==> src/rtl/game_pkg.sv <==
// Shared definitions for the snake game-flow controller: one-hot state
// encoding consumed by the display and score logic, plus a counter-width helper.
package game_pkg;

    typedef enum logic [4:0] {
        ST_START = 5'b00001,
        ST_PLAY  = 5'b00010,
        ST_PAUSE = 5'b00100,
        ST_DYING = 5'b01000,
        ST_END   = 5'b10000
    } game_state_t;

    // $clog2 of a limit, never narrower than one bit so degenerate limits still build.
    function automatic int cnt_width(input int limit);
        return (limit > 1) ? $clog2(limit) : 1;
    endfunction

endpackage

==> src/rtl/key_edge_sync.sv <==
// Raw asynchronous key -> SYNC_STAGES-flop synchroniser -> one-cycle pulse on
// the synchronised rising edge. A held key yields exactly one pulse.
module key_edge_sync #(
    parameter int SYNC_STAGES = 2
) (
    input  logic clk,
    input  logic rst_n,
    input  logic key_raw,
    output logic key_pulse
);

    logic [SYNC_STAGES-1:0] sync_q;
    logic [SYNC_STAGES-1:0] sync_d;
    logic                   prev_q;
    logic                   prev_d;

    always_comb begin
        sync_d = {sync_q[SYNC_STAGES-2:0], key_raw};
        prev_d = sync_q[SYNC_STAGES-1];
    end

    always_ff @(posedge clk or negedge rst_n) begin
        if (!rst_n) begin
            sync_q <= '0;
            prev_q <= 1'b0;
        end else begin
            sync_q <= sync_d;
            prev_q <= prev_d;
        end
    end

    // Combinational so a key seen at edge 1 moves the FSM at edge SYNC_STAGES+1.
    assign key_pulse = sync_q[SYNC_STAGES-1] & ~prev_q;

endmodule

==> src/rtl/game_ctrl_lives.sv <==
// Snake game-flow controller with lives, timed DYING/respawn and END timeout.
// Define GAME_CTRL_PAUSE_EN to compile in the PAUSE state and Key_pause handling.
module game_ctrl_lives
    import game_pkg::*;
#(
    parameter int FLASH_DIV     = 12_500_000,
    parameter int LIVES         = 3,
    parameter int LIFE_W        = $clog2(LIVES + 1),
    parameter int DYING_FLASHES = 4,
    parameter int END_TIMEOUT   = 500_000_000,
    parameter int SYNC_STAGES   = 2
) (
    input  logic              Clk_50mhz,
    input  logic              Rst_n,
    input  logic              Key_left,
    input  logic              Key_right,
    input  logic              Key_up,
    input  logic              Key_down,
    input  logic              Key_pause,
    input  logic              Hit_wall_sig,
    input  logic              Hit_body_sig,
    output logic [4:0]        Game_status,
    output logic [LIFE_W-1:0] Lives_left,
    output logic              Flash_sig,
    output logic              Restart_pulse
);

    localparam int DIV_W = cnt_width(FLASH_DIV);
    localparam int TGL_W = cnt_width(2 * DYING_FLASHES);
    localparam int TMO_W = cnt_width(END_TIMEOUT + 1);

    localparam logic [DIV_W-1:0]  DIV_LAST   = DIV_W'(FLASH_DIV - 1);
    localparam logic [TGL_W-1:0]  TGL_LAST   = TGL_W'(2 * DYING_FLASHES - 1);
    localparam logic [TMO_W-1:0]  TMO_MAX    = TMO_W'(END_TIMEOUT);
    localparam logic [TMO_W-1:0]  TMO_LAST   = TMO_W'((END_TIMEOUT == 0) ? 0 : END_TIMEOUT - 1);
    localparam logic [LIFE_W-1:0] LIVES_INIT = LIFE_W'(LIVES);
    localparam logic [LIFE_W-1:0] LIFE_ONE   = LIFE_W'(1);

    // ------------------------------------------------------------------
    // Key conditioning
    // ------------------------------------------------------------------
    logic [3:0] dir_raw;
    logic [3:0] dir_pulse;
    logic       dir_evt;
    logic       pause_evt;
    logic       hit;

    assign dir_raw = {Key_down, Key_up, Key_right, Key_left};

    generate
        for (genvar gi = 0; gi < 4; gi++) begin : g_dir_sync
            key_edge_sync #(
                .SYNC_STAGES(SYNC_STAGES)
            ) u_dir_sync (
                .clk      (Clk_50mhz),
                .rst_n    (Rst_n),
                .key_raw  (dir_raw[gi]),
                .key_pulse(dir_pulse[gi])
            );
        end
    endgenerate

    assign dir_evt = |dir_pulse;

`ifdef GAME_CTRL_PAUSE_EN
    key_edge_sync #(
        .SYNC_STAGES(SYNC_STAGES)
    ) u_pause_sync (
        .clk      (Clk_50mhz),
        .rst_n    (Rst_n),
        .key_raw  (Key_pause),
        .key_pulse(pause_evt)
    );
`else
    logic pause_unused;
    assign pause_unused = Key_pause;
    assign pause_evt    = 1'b0;
`endif

    // Collision levels are already in this clock domain.
    assign hit = Hit_wall_sig | Hit_body_sig;

    // ------------------------------------------------------------------
    // State, lives, flash and counters
    // ------------------------------------------------------------------
    game_state_t       state_q, state_d;
    logic [LIFE_W-1:0] lives_q, lives_d;
    logic              flash_q, flash_d;
    logic              restart_q, restart_d;
    logic [DIV_W-1:0]  div_q, div_d;
    logic [TGL_W-1:0]  tgl_q, tgl_d;
    logic [TMO_W-1:0]  tmo_q, tmo_d;
    logic              div_last;

    assign div_last = (div_q == DIV_LAST);

    always_comb begin
        state_d   = state_q;
        lives_d   = lives_q;
        flash_d   = flash_q;
        restart_d = 1'b0;
        div_d     = '0;
        tgl_d     = tgl_q;
        tmo_d     = '0;

        case (state_q)
            ST_START: begin
                lives_d = LIVES_INIT;
                flash_d = 1'b0;
                if (dir_evt) begin
                    state_d   = ST_PLAY;
                    restart_d = 1'b1;
                end
            end

            ST_PLAY: begin
                flash_d = 1'b0;
                // Collision outranks a simultaneous pause request.
                if (hit) begin
                    if (lives_q > LIFE_ONE) begin
                        lives_d = lives_q - LIFE_ONE;
                        state_d = ST_DYING;
                    end else begin
                        lives_d = '0;
                        state_d = ST_END;
                    end
                end else if (pause_evt) begin
                    state_d = ST_PAUSE;
                    flash_d = 1'b1;
                end
            end

            ST_PAUSE: begin
                flash_d = 1'b1;
                if (pause_evt) begin
                    state_d = ST_PLAY;
                    flash_d = 1'b0;
                end
            end

            ST_DYING: begin
                if (div_last) begin
                    flash_d = ~flash_q;
                    tgl_d   = tgl_q + TGL_W'(1);
                    if (tgl_q == TGL_LAST) begin
                        state_d   = ST_PLAY;
                        restart_d = 1'b1;
                        flash_d   = 1'b0;
                    end
                end else begin
                    div_d = div_q + DIV_W'(1);
                end
            end

            ST_END: begin
                if (div_last) begin
                    flash_d = ~flash_q;
                end else begin
                    div_d = div_q + DIV_W'(1);
                end
                tmo_d = (tmo_q == TMO_MAX) ? tmo_q : tmo_q + TMO_W'(1);
                if (dir_evt || ((END_TIMEOUT != 0) && (tmo_q == TMO_LAST))) begin
                    state_d = ST_START;
                    lives_d = LIVES_INIT;
                    flash_d = 1'b0;
                end
            end

            default: begin
                state_d = ST_START;
                lives_d = LIVES_INIT;
                flash_d = 1'b0;
            end
        endcase

        // Every state entry restarts the flash phase and END timeout.
        if (state_d != state_q) begin
            div_d = '0;
            tgl_d = '0;
            tmo_d = '0;
        end
    end

    always_ff @(posedge Clk_50mhz or negedge Rst_n) begin
        if (!Rst_n) begin
            state_q   <= ST_START;
            lives_q   <= LIVES_INIT;
            flash_q   <= 1'b0;
            restart_q <= 1'b0;
            div_q     <= '0;
            tgl_q     <= '0;
            tmo_q     <= '0;
        end else begin
            state_q   <= state_d;
            lives_q   <= lives_d;
            flash_q   <= flash_d;
            restart_q <= restart_d;
            div_q     <= div_d;
            tgl_q     <= tgl_d;
            tmo_q     <= tmo_d;
        end
    end

    assign Game_status   = state_q;
    assign Lives_left    = lives_q;
    assign Flash_sig     = flash_q;
    assign Restart_pulse = restart_q;

endmodule
==> config.mk <==
export PLATFORM = sky130hd
export DESIGN_NAME = game_ctrl_lives
export DESIGN_NICKNAME = d
export VERILOG_FILES = /design/src/rtl/game_pkg.sv /design/src/rtl/key_edge_sync.sv /design/src/rtl/game_ctrl_lives.sv
export SDC_FILE = /design/constraint.sdc
export NUM_CORES = 1
export LEC_CHECK = 0
export CAP_MARGIN = 20
export CORE_MARGIN = 8
export CORE_UTILIZATION = 50
export DETAILED_ROUTE_END_ITERATION = 7
export PLACE_DENSITY = 0.65
export SYNTH_ARGS = -nofsm -noshare
export SYNTH_HDL_FRONTEND = slang
export SYNTH_HIERARCHICAL = 1
export SYNTH_SLANG_ARGS = --single-unit
==> constraint.sdc <==
create_clock -name Clk_50mhz -period 5.4 [get_ports Clk_50mhz]
set_input_delay 1.08 -clock Clk_50mhz [delete_from_list [all_inputs] [get_ports Clk_50mhz]]
set_output_delay 1.08 -clock Clk_50mhz [all_outputs]
set_load 0.01 [all_outputs]
==> results by group, run 1 <==
Worst setup path
  • Critical Path Source Type: input port
  • CP max stage cell: a2111oi_2
  • Arrival time at the worst endpoint: slightly above 3 ns
  • Most Frequent Cell on Critical Path: nor2_1
  • Worst path max stage delay: 0.58 ns
  • Required time reported for the critical path endpoint: 5.66 ns
  • Worst reg-to-reg setup slack: between 2 and 3 ns
  • Worst Path Max Fanout: 24
  • Buf+Inv Stages, Crit Path: 1
  • Start-to-end type of the worst setup path: in2reg
  • CP endpoint kind: flop
  • Crit-path cells: clkdlybuf4s50_1, nor2_1, nor2_1, a2111oi_2, o2111ai_4, nor2_1
  • Worst path top cell family by delay: compound AO/OA/AOI/OAI gates

STA
  • Setup TNS: 0 ns
  • Worst slew pin tran: 0.952 ns
  • Setup repair after global routing missed its margin: no
  • Final setup violation count: 0
  • Worst Clk Skew: ~0.0061 ns
  • Final count of pins violating max slew: 0
  • Max transition margin: approximately 37%
  • Worst hold slack: between 0.3 and 0.4 ns
  • Clock period minus worst slack: ~2.8 ns
  • Portion of the clock cycle consumed by the worst path in the final layout: between 50% and 60%
  • Top achievable clock speed: about 360 MHz
  • Final Hold Violating Endpoints: 0

Floorplanning
  • Starting Density: 51.1%
  • DIE HEIGHT: roughly 100 um
  • Die X: about 100 um
  • DIE AREA: roughly 0.011 mm^2
  • Placeable Area: slightly below 0.008 mm^2
  • Ports placed on the boundary: 18
  • Number of cell rows: 32

Synth
  • Number of synthesized flops with an enable pin: 0
  • Combined area of all synthesized cells: a little under 0.004 mm^2
  • Seq cells post-synth: 77
  • Post-synth top area cell: dfrtp_1
  • Post-synthesis net count: just over 400
  • Biggest area contributors in the synthesized netlist: dfrtp_1 (47%), xnor2_1 (6.5%), nor2_1 (6.2%), xor2_1 (4.9%), nand3_1 (2.9%)
  • Library cells used by synthesis: 50
  • Predominant post-synthesis flop cell: dfrtp_1
  • Number of warnings printed during yosys synthesis: 6
  • Post-synth ARST share: 100%
  • Top cell type's share of synthesized area: 47.1%
  • Avg Synthesized Cell Area: around 9.9 um^2
  • Fraction of the yosys area taken by sequential cells: roughly half
  • Number of instances in the synthesized netlist: approximately 400

Cells and area
  • Fill cells: between 600 and 700
  • Area of the multi-input gates: around 0.0019 mm^2
  • Count of antenna diodes in the layout: 0
  • Final #Nets: 421
  • Synth-to-Final Area Change: 10.2%
  • Sequential standard cell area: just under 0.002 mm^2
  • Fraction of final layout cells with drive strength greater than 1: about 7.3%

Drt
  • Highest metal layer with signal wires: met4
  • Total wire length: approximately 7.4 mm
  • DR WL/cell: 14.4 um
  • Routed wire length on met3: about 300 um
  • Routed metal-1 wirelength: ~3.6 mm
  • Post-detailed-route DRC marker count: 0
  • Vias: ~2,800
  • Length of routed met2 wiring: between 3 and 4 mm
  • Residual antenna-violating net count after detailed routing: 0
  • Pre-antenna DRT Iters: 4
  • Detail-routed via count per cell: about 5.4
  • First DRT Iteration DRCs: between 100 and 150

CTS
  • H-Tree Level Count: 3
  • Number of clock sinks: between 70 and 80
  • Hold buffer count at CTS: 0
  • Number of buffers created by CTS: 9
  • Maximum buffer depth of the clock tree: 2
  • Clock tree from TritonCTS: done
  • Number of setup buffers added after CTS: 0
  • Clock network latency to the later pin of the worst-skew pair: 0.34 ns
  • Cells resized by post-CTS repair: 0
  • Clock-pin slew on the worst setup and hold paths: about 0.07 ns
  • Clock root buffer master: clkbuf_8

Global routing
  • Global-route usage over all layers: between 10 and 15%
  • Wire length of the first global-routing pass: between 10 and 15 mm
  • Initial antenna violation count: 0
  • Total congestion overflow after global routing: 0
  • Largest net degree at the start of global routing: 78
  • Vias in the first global route: between 2,000 and 3,000

Place
  • Routability Congestion: between 0.8 and 0.9
  • PortBufs: 16
  • Half-perimeter wire length of the detailed placement result: just under 5 mm

Min path
  • Hold WC Path Type: reg2reg

Power
  • Ratio of total power to cell area: between 200 and 300 mW/mm^2
  • Lkg Pwr: about 1.7 nW
  • Worst IR drop on VDD: about 0.15 mV

Job
  • Maximum capacitance violations: 0

Outcome
  • Result of the run: finished, final reports clean
-- where the power goes --
part	total, mW	switching (mW)	leakage [nW]	internal (mW)
Sequential	0.639	0.0334	1.04	0.606
Clock	0.429	0.204	0.0964	0.225
Combinational	0.202	0.111	0.578	0.0916
-- through the flow --
stage          area (um^2)  total power [mW]  std cells  worst slack [ns]  utilization [%]
6_report              4330              1.27        514              2.60             56.3
5_1_grt               4330              1.34        514              2.47             56.3
4_1_cts               4330              1.29        514              2.63             56.3
3_5_place_dp          4140             0.854        498              2.25             53.8
3_3_place_gp          4140             0.852        498              2.31             53.8
2_1_floorplan         3930             0.775        395              3.07                -
-- cell families after synthesis --
logic type / count (synthesis) / synth area share (%)
simple gates: 201 / 27.9
compound gates: 33 / 6.56
fa+ha+maj: 5 / 1.59
xor+xnor: 51 / 11.4
buf+inv: 27 / 3.15
mux: 1 / 0.255
flops: 77 / 49.1
-- layer usage --
layer | vias to the layer above | GRT usage, %
met2 | 44 | 21.9
met4 | 0 | 6.73
met3 | 10 | 3.19
li1 | 1399 | -
met5 | - | 0
met1 | 1317 | 19.1
-- path summary, 6_finish.rpt --
check	start	end	depth (start not counted)
worst max-delay path	Hit_body_sig	div_q[2]$_DFF_PN0_	6
worst min-delay path	g_dir_sync[3].u_dir_sync/sync_q[0]$_DFF_PN0_	g_dir_sync[3].u_dir_sync/sync_q[1]$_DFF_PN0_	0
worst max register to register	g_dir_sync[1].u_dir_sync/sync_q[1]$_DFF_PN0_	div_q[2]$_DFF_PN0_	6
worst min register to register	g_dir_sync[3].u_dir_sync/sync_q[0]$_DFF_PN0_	g_dir_sync[3].u_dir_sync/sync_q[1]$_DFF_PN0_	0
max in group asynchronous	Rst_n	Game_status[4]$_DFF_PN0_	1
min in group asynchronous	Rst_n	div_q[17]$_DFF_PN0_	1
-- flip-flops by register name, summed over array words and instances (netlist names), 2 cells and up --
name	flops
tgl_q	3
Lives_left	2
tmo_q	29
g_dir_sync.u_dir_sync/prev_q	4
g_dir_sync.u_dir_sync/sync_q	8
div_q	24
Game_status	5
-- Yosys cell counts, types with 3 or more instances --
library cell  instances
and3_1                8
nor2b_4               4
dfrtp_1              74
nand4_1              17
inv_1                12
or3_1                 4
o21ai_0               8
xor2_1               22
nand3_1              23
dfstp_2               3
a21oi_1               6
ha_1                  5
nor4_1               11
a21o_1                3
xnor2_1              29
clkbuf_1              9
and4_1                6
buf_2                 3
nor3b_1               3
nand2_1              27
or4b_1                3
nor2_1               65
nor3_1               10
nor2b_1               3
-- placed cells by master (no fill, tap or decap), types with 2 or more instances in the layout --
cell type	n
nor2b_1	3
or4bb_1	2
inv_1	12
nor2_1	65
nand2b_1	2
a21oi_1	6
a211oi_1	2
ha_1	5
nand3b_1	2
clkbuf_8	10
and3b_1	2
nor3_1	10
nand2_1	27
dfrtp_1	74
or3_1	4
and4_1	6
and3_1	8
nor4_1	11
nor3b_1	3
nand3_1	23
nor2b_4	4
or4b_1	3
a31oi_1	2
a21o_1	3
o31ai_1	2
dfstp_2	3
clkbuf_1	2
xor2_1	22
clkdlybuf4s50_1	15
and2_1	2
nand4_1	17
xnor2_1	29
a31o_2	2
or4_1	2
clkinv_2	2
o21ai_0	8
-- final cells by class --
type,count,share of cell area (%)
tap,102,2.95
multi-input combinational,291,43.3
inverter,12,1.04
clock inverter,4,1.10
timing repair buffer,16,3.64
sequential,77,44.6
clock buffer,12,3.35
Power figures use the tool's default switching activity.
==> run 2: changes to the inputs <==
Clock period 5.4 ns to 2.91 ns, I/O delays scaled along.
==> run 2 against run 1 <==
Against the previous run:
- clock skew up 0.0046 ns
- clock power grew 100%
- die area did not move
- utilization rose by 0.59 points
- cell count up 0.58%
- critical endpoint is now div_q[18]$_DFF_PN0_
- via count grew 3.6%
- highest routed layer unchanged
- sequential power is 86% higher
- power up 93%
- hold slack improved by 0.0058 ns
==> results by group, run 2 (same netlist as run 1, synthesis figures left out) <==
Place
  • PortBufs: 16
  • Half-perimeter wire length of the detailed placement result: between 5 and 6 mm
  • Number of placed instances with taps included: 501
  • Routability Congestion: approximately 0.87

Drt
  • Post-detailed-route DRC marker count: 0
  • Vias: between 2,000 and 3,000
  • First DRT Iteration DRCs: 112
  • Detail-routed via count per cell: approximately 5.5
  • Residual antenna-violating net count after detailed routing: 0
  • Pre-antenna DRT Iters: 4
  • DR WL/cell: roughly 14 um
  • Total wire length: between 7 and 8 mm

Outcome
  • Result of the run: finished, final reports clean

STA
  • Final count of pins violating max slew: 0
  • Worst Clk Skew: approximately 0.011 ns
  • Final setup violation count: 0
  • Top achievable clock speed: around 400 MHz
  • Setup repair after global routing missed its margin: no
  • Setup TNS: 0 ns
  • Clock period minus worst slack: 2.55 ns
  • Portion of the clock cycle consumed by the worst path in the final layout: between 80 and 90%
  • Final Hold Violating Endpoints: 0
  • Worst slew pin tran: slightly above 0.9 ns
  • Max transition margin: 38.7%

Cells and area
  • Count of placed standard cells in the final layout, fillers left out: just over 500
  • Number of flip-flops in the largest register: 29
  • Fill cells: between 600 and 700
  • Fraction of final layout cells with drive strength greater than 1: 8.19%
  • Synth-to-Final Area Change: 11.3%
  • Commonest non-fill, non-tap cells in the layout: dfrtp_1 (74), nor2_1 (65), xnor2_1 (29)
  • Largest registers: tmo_q (29), div_q (24), g_dir_sync.u_dir_sync/sync_q (8)
  • Count of antenna diodes in the layout: 0
  • Register bank with the most flops: tmo_q
  • Most common library cell in the layout ignoring fill and taps: dfrtp_1
  • Final #Nets: about 420

Floorplanning
  • Number of cell rows: 32
  • Starting Density: 51.1%
  • DIE AREA: roughly 0.011 mm^2
  • DIE HEIGHT: 105 um
  • Placeable Area: around 0.0077 mm^2
  • Ports placed on the boundary: 18
  • Die X: between 100 and 150 um

CTS
  • Number of clock sinks: 77
  • Number of setup buffers added after CTS: 0
  • Number of buffers created by CTS: 9
  • Hold buffer count at CTS: 0
  • Clock tree from TritonCTS: done
  • Clock root buffer master: clkbuf_8
  • Clock-pin slew on the worst setup and hold paths: roughly 0.080 ns
  • Maximum buffer depth of the clock tree: 2
  • H-Tree Level Count: 3
  • Clock network latency to the later pin of the worst-skew pair: about 0.34 ns
  • Cells resized by post-CTS repair: 0

Global routing
  • Vias in the first global route: approximately 2,900
  • Initial antenna violation count: 0
  • Global-route usage over all layers: 14.4%
  • Wire length of the first global-routing pass: 13.3 mm
  • Total congestion overflow after global routing: 0
  • Largest net degree at the start of global routing: 78

Power
  • Lkg Pwr: around 1.7 nW
  • Worst IR drop on VDD: roughly 0.23 mV
  • Total power of the final layout: about 2.5 mW
  • Ratio of total power to cell area: about 560 mW/mm^2

Worst setup path
  • Critical Path Source Type: flop
  • Arrival time at the worst endpoint: 2.75 ns
  • Required time reported for the critical path endpoint: 3.11 ns
  • Worst Path Max Fanout: 24
  • CP endpoint kind: flop
  • Start-to-end type of the worst setup path: reg2reg

Job
  • Maximum capacitance violations: 0

Min path
  • Hold WC Path Type: reg2reg
==> run 2: per-stage QoR <==
step | setup WS [ns] | util, % | instance area (um^2) | hold WS, ns
2_1_floorplan | 0.827 | - | 3930 | 0.286
3_5_place_dp | 0.257 | 54.1 | 4160 | 0.336
3_3_place_gp | 0.323 | 54.1 | 4160 | 0.332
4_1_cts | 0.353 | 56.9 | 4370 | 0.355
6_report | 0.361 | 56.9 | 4370 | 0.356
5_1_grt | 0.187 | 56.9 | 4370 | 0.368
==> run 2: metal layers <==
metal  vias to the layer above  share of wire [%]  global-route usage, %
met2                        55                 45                   22.5
met3                        10                3.9                   3.87
met1                      1397                 49                   18.7
met5                         -                  0                      0
li1                       1407                  -                      -
met4                         0                1.6                   5.71
==> run 2: critical path, cell delays in order (launching register included) <==
cell and delay, ns:
dfrtp_1 0.43, or4b_1 0.59, nor4_4 0.40, a31oi_4 0.21, o2111ai_4 0.64, nor2_1 0.12
==> run 2: power breakdown <==
group	switching, mW	internal [mW]	total, mW
clock	0.394	0.484	0.878
sequential	0.0613	1.12	1.19
combinational	0.209	0.181	0.390
==> run 2: final timing paths <==
check / start / to / slack (ns) / cells after the start
worst min-delay path: g_dir_sync[3].u_dir_sync/sync_q[0]$_DFF_PN0_ / g_dir_sync[3].u_dir_sync/sync_q[1]$_DFF_PN0_ / 0.36 / 0
worst max-delay path: tmo_q[11]$_DFFE_PN0P_ / div_q[18]$_DFF_PN0_ / 0.36 / 5
max in group asynchronous: Rst_n / Game_status[4]$_DFF_PN0_ / 1.94 / 1
min in group asynchronous: Rst_n / div_q[16]$_DFF_PN0_ / 0.37 / 1
worst min register to register: g_dir_sync[3].u_dir_sync/sync_q[0]$_DFF_PN0_ / g_dir_sync[3].u_dir_sync/sync_q[1]$_DFF_PN0_ / 0.36 / 0
worst max register to register: tmo_q[11]$_DFFE_PN0P_ / div_q[18]$_DFF_PN0_ / 0.36 / 5
==> run 2: final cells by class <==
cell class                      count  area, um^2  area share [%]
Sequential cell                    77        1930            44.1
Multi-Input combinational cell    291        1870            42.9
Timing Repair Buffer               19         180            4.12
Clock buffer                       10         128            2.92
Tap cell                          102         128            2.92
Clock inverter                      6        87.6            2.00
Inverter                           12        45.0            1.03
